`src/rtl/rvv_backend_alu2rob_buffer.sv`:
```
// ALU-to-ROB result buffer: compacts per-port ALU result pulses into a circular FIFO
// and drains it to the ROB. Optional same-cycle bypass with RVV_ALU2ROB_BYPASS_EN.

package rvv_alu2rob_pkg;
    typedef struct packed {
        logic [4:0]   rob_entry;
        logic [127:0] w_data;
        logic [15:0]  w_valid;
        logic         vxsat;
        logic         ignore_vta;
        logic         ignore_vma;
    } ALU2ROB_t;
endpackage

// One push port: accepted only if its compacted slot fits in the free space.
module rvv_alu2rob_port_slot #(
    parameter int CW = 3
) (
    input  logic          valid,
    input  logic [CW-1:0] offset,
    input  logic [CW-1:0] free,
    output logic          accept,
    output logic          drop
);
    assign accept = valid && (offset < free);
    assign drop   = valid && !accept;
endmodule

module rvv_backend_alu2rob_buffer
    import rvv_alu2rob_pkg::*;
#(
    parameter int DEPTH   = 4,
    parameter int NUM_ALU = 2
) (
    input  logic                      clk,
    input  logic                      rst,
    input  logic [NUM_ALU-1:0]        result_valid,
    input  ALU2ROB_t [NUM_ALU-1:0]    result,
    output logic                      alu_ready,
    output logic                      rob_valid,
    output ALU2ROB_t                  rob_data,
    input  logic                      rob_ready,
    output logic                      overflow_err
);
    localparam int PW = $clog2(DEPTH);
    localparam int CW = PW + 1;

    logic [PW-1:0] wptr_q, wptr_d, rptr_q, rptr_d;
    logic [CW-1:0] count_q, count_d;
    logic          ovf_q, ovf_d;
    ALU2ROB_t      entry_q [DEPTH];
    ALU2ROB_t      entry_d [DEPTH];

    logic [CW-1:0]               free;
    logic [CW-1:0]               n_push;
    logic [NUM_ALU-1:0]          slot_vld, accept, drop;
    logic [NUM_ALU-1:0][CW-1:0]  offset;
    logic                        byp_take;
    logic                        pop;

    assign free = CW'(DEPTH) - count_q;

`ifdef RVV_ALU2ROB_BYPASS_EN
    // Idle buffer and ROB ready: port 0 goes straight through and never takes a slot.
    assign byp_take = (count_q == '0) && result_valid[0] && rob_ready;
`else
    assign byp_take = 1'b0;
`endif

    always_comb begin
        logic [CW-1:0] acc;
        acc      = '0;
        slot_vld = result_valid;
        slot_vld[0] = result_valid[0] & ~byp_take;
        for (int i = 0; i < NUM_ALU; i++) begin
            offset[i] = acc;
            acc       = acc + CW'(slot_vld[i]);
        end
    end

    for (genvar g = 0; g < NUM_ALU; g++) begin : g_port
        rvv_alu2rob_port_slot #(.CW(CW)) u_slot (
            .valid  (slot_vld[g]),
            .offset (offset[g]),
            .free   (free),
            .accept (accept[g]),
            .drop   (drop[g])
        );
    end

    // Free space comes from the registered count only; a same-cycle pop does not help.
    always_comb begin
        n_push = '0;
        for (int i = 0; i < NUM_ALU; i++)
            n_push = n_push + CW'(accept[i]);
        pop     = (count_q != '0) && rob_ready;
        wptr_d  = wptr_q + n_push[PW-1:0];
        rptr_d  = rptr_q + PW'(pop);
        count_d = count_q + n_push - CW'(pop);
        ovf_d   = ovf_q | (|drop);
    end

    always_comb begin
        logic [PW-1:0] widx;
        widx    = '0;
        entry_d = entry_q;
        for (int i = 0; i < NUM_ALU; i++) begin
            widx = wptr_q + offset[i][PW-1:0];
            if (accept[i])
                entry_d[widx] = result[i];
        end
    end

    always_comb begin
        alu_ready    = (free >= CW'(NUM_ALU));
        rob_valid    = (count_q != '0);
        rob_data     = rob_valid ? entry_q[rptr_q] : '0;
        overflow_err = ovf_q;
`ifdef RVV_ALU2ROB_BYPASS_EN
        if ((count_q == '0) && result_valid[0]) begin
            rob_valid = 1'b1;
            rob_data  = result[0];
        end
`endif
    end

    always_ff @(posedge clk) begin
        if (rst) begin
            wptr_q  <= '0;
            rptr_q  <= '0;
            count_q <= '0;
            ovf_q   <= 1'b0;
        end else begin
            wptr_q  <= wptr_d;
            rptr_q  <= rptr_d;
            count_q <= count_d;
            ovf_q   <= ovf_d;
        end
    end

    always_ff @(posedge clk) begin
        entry_q <= entry_d;
    end

`ifdef ASSERT_ON
    always @(posedge clk) begin
        if (!rst) begin
            assert (!((|result_valid) && !alu_ready))
                else $error("alu2rob: push while alu_ready low");
            assert (count_q <= CW'(DEPTH))
                else $error("alu2rob: count above DEPTH");
        end
    end
`endif

endmodule

```
`config.mk`:
```
export PLATFORM = sky130hd
export DESIGN_NAME = rvv_backend_alu2rob_buffer
export DESIGN_NICKNAME = d
export VERILOG_FILES = /design/src/rtl/rvv_backend_alu2rob_buffer.sv
export SDC_FILE = /design/constraint.sdc
export NUM_CORES = 1
export LEC_CHECK = 0
export ABC_AREA = 0
export BUFFER_PORTS_ARGS = -buffer_cell sky130_fd_sc_hd__buf_2
export CORE_MARGIN = 3
export CORE_UTILIZATION = 50
export DETAILED_ROUTE_END_ITERATION = 16
export PLACE_DENSITY = 0.72
export SETUP_SLACK_MARGIN = 0.3
export SYNTH_ARGS = -nofsm -noshare
export SYNTH_HDL_FRONTEND = slang
export SYNTH_SLANG_ARGS = --single-unit
```
`constraint.sdc`:
```
create_clock -name clk -period 4.08 [get_ports clk]
set_input_delay 0.816 -clock clk [delete_from_list [all_inputs] [get_ports clk]]
set_output_delay 0.816 -clock clk [all_outputs]
set_load 0.1 [all_outputs]
```
==> Word level (Yosys, flattened, before mapping) <==
Cells that the tools add are included.
{ "classes": {"add_sub_neg": 7, "n_mul": 0, "n_div": 0, "n_lt_le_gt_ge": 8, "n_eq_ne": 0, "n_shift": 0, "n_mux": 12, "bitwise_logic": 4, "n_reduce_logical": 11} }
{ "ops": {"columns": ["op", "count"], "rows": [
  ["$bwmux 608", 2],
  ["$mux 608", 2],
  ["$mux 152", 5],
  ["$demux 152 s2", 2],
  ["$bmux 152 s2", 1],
  ["$ge 3x3->1 const B", 3],
  ["$not 2->3", 3],
  ["$logic_and 1x1->1", 7],
  ["$lt 3x1->1 const B", 2],
  ["$add 2x1->2", 2],
  ["$add 3x2->3", 1],
  ["$ge 3x2->1 const B", 1],
  ["$lt 1x3->1", 1],
  ["$lt 1x3->1 const A", 1],
  ["$reduce_bool 3->1", 1],
  ["$sub 3x1->3", 1],
  ["$sub 3x3->3 const A", 1],
  ["$add 1x1->2", 1],
  ["$add 2x2->2", 1],
  ["$logic_not 1->1", 2],
  ["$reduce_or 2->1", 1],
  ["$or 1x1->1", 1]
]} }
{ "totals": {"regBits": 616, "latch_bits": 0, "ramBits": 0, "mem_bits_ro": 0, "inputBits": 309, "output_inout_bits": 155, "n_memories": 0} }

==> Logic depth before layout (Yosys ltp) <==
{ "depth": {"ltp_word": 9, "depth_mapped": 15, "depth_no_buf": 14} }

==> By module <==
A second synthesis with hierarchy kept.
{ "unflattened": {"cells_unflattened": 3812, "area_unflattened_um2": 30217.7} }
{ "modules_own_cells": {"columns": ["mod", "instances", "cells_per_inst", "area_per_inst_um2", "seq_area_each_um2"], "rows": [
  ["rvv_backend_alu2rob_buffer", 1, 3790, 30085.1, 12331.8],
  ["rvv_alu2rob_port_slot", 2, 11, 66.3, 0.0]
]} }

==> Least setup slack after synthesis <==
No wires, ideal clock.
{ "synth_path": {"path_kind": "reg-to-output", "start": "register count_q[0]", "end": "output port rob_data[141] in the netlist's numbering", "arrival_ns": 2.785, "required_ns": 3.264, "setup_slack_ns": 0.479, "path_stages_with_launch": 7, "path_cell_list": "dfxtp_1 inv_1 ha_1 ha_1 inv_2 clkbuf_1 and2_1"} }
{ "synth_rtl": {"columns": ["element", "line_no", "text"], "rows": [
  ["from (decl)", "49", "logic [CW-1:0] count_q, count_d;"],
  ["from (signal assigned)", "136", "count_q <= count_d;"],
  ["to (decl)", "41", "output ALU2ROB_t rob_data,"]
]} }

==> reports/metrics.csv <==
metric,value,unit
syn_inst,3280,
rsz0062_at_grt,no,
synth_top_area_frac,0.421,
cts_buffers,68,
die_h,248,µm
die_width,248,µm
yosysMostFrequentCell,nand2_1,
max_cap_viol_count,0,
crit_fanout,46,
grt_max_degree,97,
start_kind,register,
syn_area,29300,µm²
hp-class,register to register,
first_pass_iters,6,
routed_via_density,6.20,
busiest_layer,met2,
first_global_vias,26589,
hold_depth,2,
synthAdderAreaFrac,0.00529,
drtIter0Drc,2453,
fmax,0.273,GHz
root_buffer,clkbuf_16,
synth-simple-area-share,0.157,
relSlewSlack,0.324,
yosys.area.top_type,dfxtp_1,
clock_latency,0.62,ns
hold_violations,0,
ys_seq_elements,616,
ys_types,33,
vias,27502,
place.detailed.hpwl,58700,µm
ys_seq_area_frac,0.421,
yosys-mux-area-fraction,0.117,
layout-drive-gt1-share,0.225,
setup_tns,0,ns
cts_sinks,616,
clock_skew,0.0239,ns
start_util,0.507,
io_pins,464,
layout_min_cycle_time,3.66,ns
tritoncts,yes,
setup_viol,0,
slew_viol_final,0,
crit_slowest_cell,buf_2,
num-nets-final,3892,
worst_r2r_path_depth,13,
clockBufferDepth,3,
rows,88,
overflow,0,
wl_per_cell,22.5,µm
drc,0,
cpLargestDelayFamily,buffers and inverters,
port_buffers,463,
track_usage,0.312,
critPathKind,register to primary output,
period_share,0.896,
antenna_found_initial,39,
grt.met1_usage,0.407,
path_depth,7,
synth_ff_type,dfxtp_1,
critPathArrivalTime,2.84,ns
crit_path_end_kind,primary output,
synth_top_family_by_area,compound AO/OA/AOI/OAI gates,
crit_buf_inv,4,
required,3.26,ns
tightestPinTransition,1.01,ns
cp_common_cell,ha_1,
core_area,57800,µm²
synth_compound_area_frac,0.249,
synth_area_leaders,"dfxtp_1 42%, a2bb2oi_1 14%, mux4_2 12%",
path_clk_slew,0.06,ns
gp_congestion,0.826,
drtAntennaViolNets,0,
drt-total-wl,100000,µm
async_flop_share,0,
area_growth,18.9,%
ys_warn_count,0,
grt_pass1_wl,152000,µm
htreeDepth,3,
fp.dieArea,61500,µm²
synth_common_cells,"764 x nand2_1, 616 x dfxtp_1, 457 x a21oi_1",
max_stage_delay,0.45,ns
status,"finished, final reports clean",
synth-edff-count,0,
synth_nets,3600,
grt_util_met2,0.506,
synth_xor_area_frac,0.00260,
grt_use_met3,0.0619,
path_cells,inv_1 -> ha_1 -> ha_1 -> inv_6 -> buf_12 -> and2_1 -> buf_2,
avgSynthCellArea,8.93,µm²
==> per-layer routing <==
metal  part of all wire  wire, µm
met3               0.10     10400
met5             0.0012       121
met2               0.47     47400
met1               0.39     38500
met4              0.036      3610
==> tightest hold or removal path, cell delays in order, from the launching register on <==
cell and delay (ns):
dfxtp_1 0.30, nand2_1 0.05, a2bb2oi_1 0.05
==> path summary, 6_finish.rpt <==
kind	from	to	slack, ns
setup / recovery	count_q[0]$_SDFF_PP0_	rob_data[49]	0.42
hold / removal	entry_q[123]$_DFF_P_	entry_q[123]$_DFF_P_	0.45
setup reg to reg	count_q[0]$_SDFF_PP0_	count_q[2]$_SDFF_PP0_	0.77
hold reg to reg	entry_q[123]$_DFF_P_	entry_q[123]$_DFF_P_	0.45
==> stage by stage <==
| step | instances | area, µm² | utilization | hold WS, ns | setup slack (ns) |
|---|---|---|---|---|---|
| floorplan | 3280 | 29300 | - | 0.428 | 0.479 |
| global placement | 4266 | 32300 | 0.559 | 0.437 | 0.683 |
| detailed placement | 4266 | 32300 | 0.559 | 0.442 | 0.720 |
| CTS | 4390 | 34700 | 0.600 | 0.449 | 0.349 |
| global route | 4417 | 34800 | 0.602 | 0.464 | 0.306 |
| finish | 4437 | 34800 | 0.603 | 0.450 | 0.423 |
==> registers in the layout, indices dropped and copies added (netlist names) <==
name and cells:
wptr_q 2, overflow_err 1, count_q 3, rptr_q 2, entry_q 608
==> layout make-up <==
class	instances	area, µm²
Antenna cell	46	115
Clock buffer	103	2060
Clock inverter	21	294
Fill cell	5025	23000
Inverter	9	38.8
Multi-Input combinational cell	2339	15600
Sequential cell	616	12300
Tap cell	765	957
Timing Repair Buffer	538	3430
==> kinds of logic (layout without fill, tap and decap cells) <==
group,Yosys count,in the layout
AND/OR/NAND/NOR,1099,1099
AO/OA/AOI/OAI,1069,1069
flip-flops,616,616
buffers and inverters,325,671
multiplexers,152,152
adder cells (fa/ha/maj),12,12
XOR/XNOR,7,7
other,0,46
==> timing repair <==
item	4_1_cts	5_1_grt
endpoints found under the setup margin	1	12
hold buffers	0	0
setup buffers	0	1
pin swaps	0	0
resized for setup	1	1
==> layout by cell type, fill, tap and decap left out, types with 3 or more instances in the layout <==
master     count
inv_1          8
inv_6          4
nor2b_1        7
buf_12        42
a31oi_1      152
nand2_1      763
diode_2       46
clkbuf_8      18
bufinv_16      6
dfxtp_1      614
buf_2        462
a211oi_4       3
clkbuf_1      15
nor2_1       157
xnor2_1        3
nand2b_1       4
clkinv_2       8
a2bb2oi_1    456
buf_4         32
clkbuf_16     70
mux4_2       152
and2_1       155
ha_1          10
a21oi_1      457
Power is not shown: default switching activity piles up to over one toggle a cycle in this logic, so the estimate is an artifact.
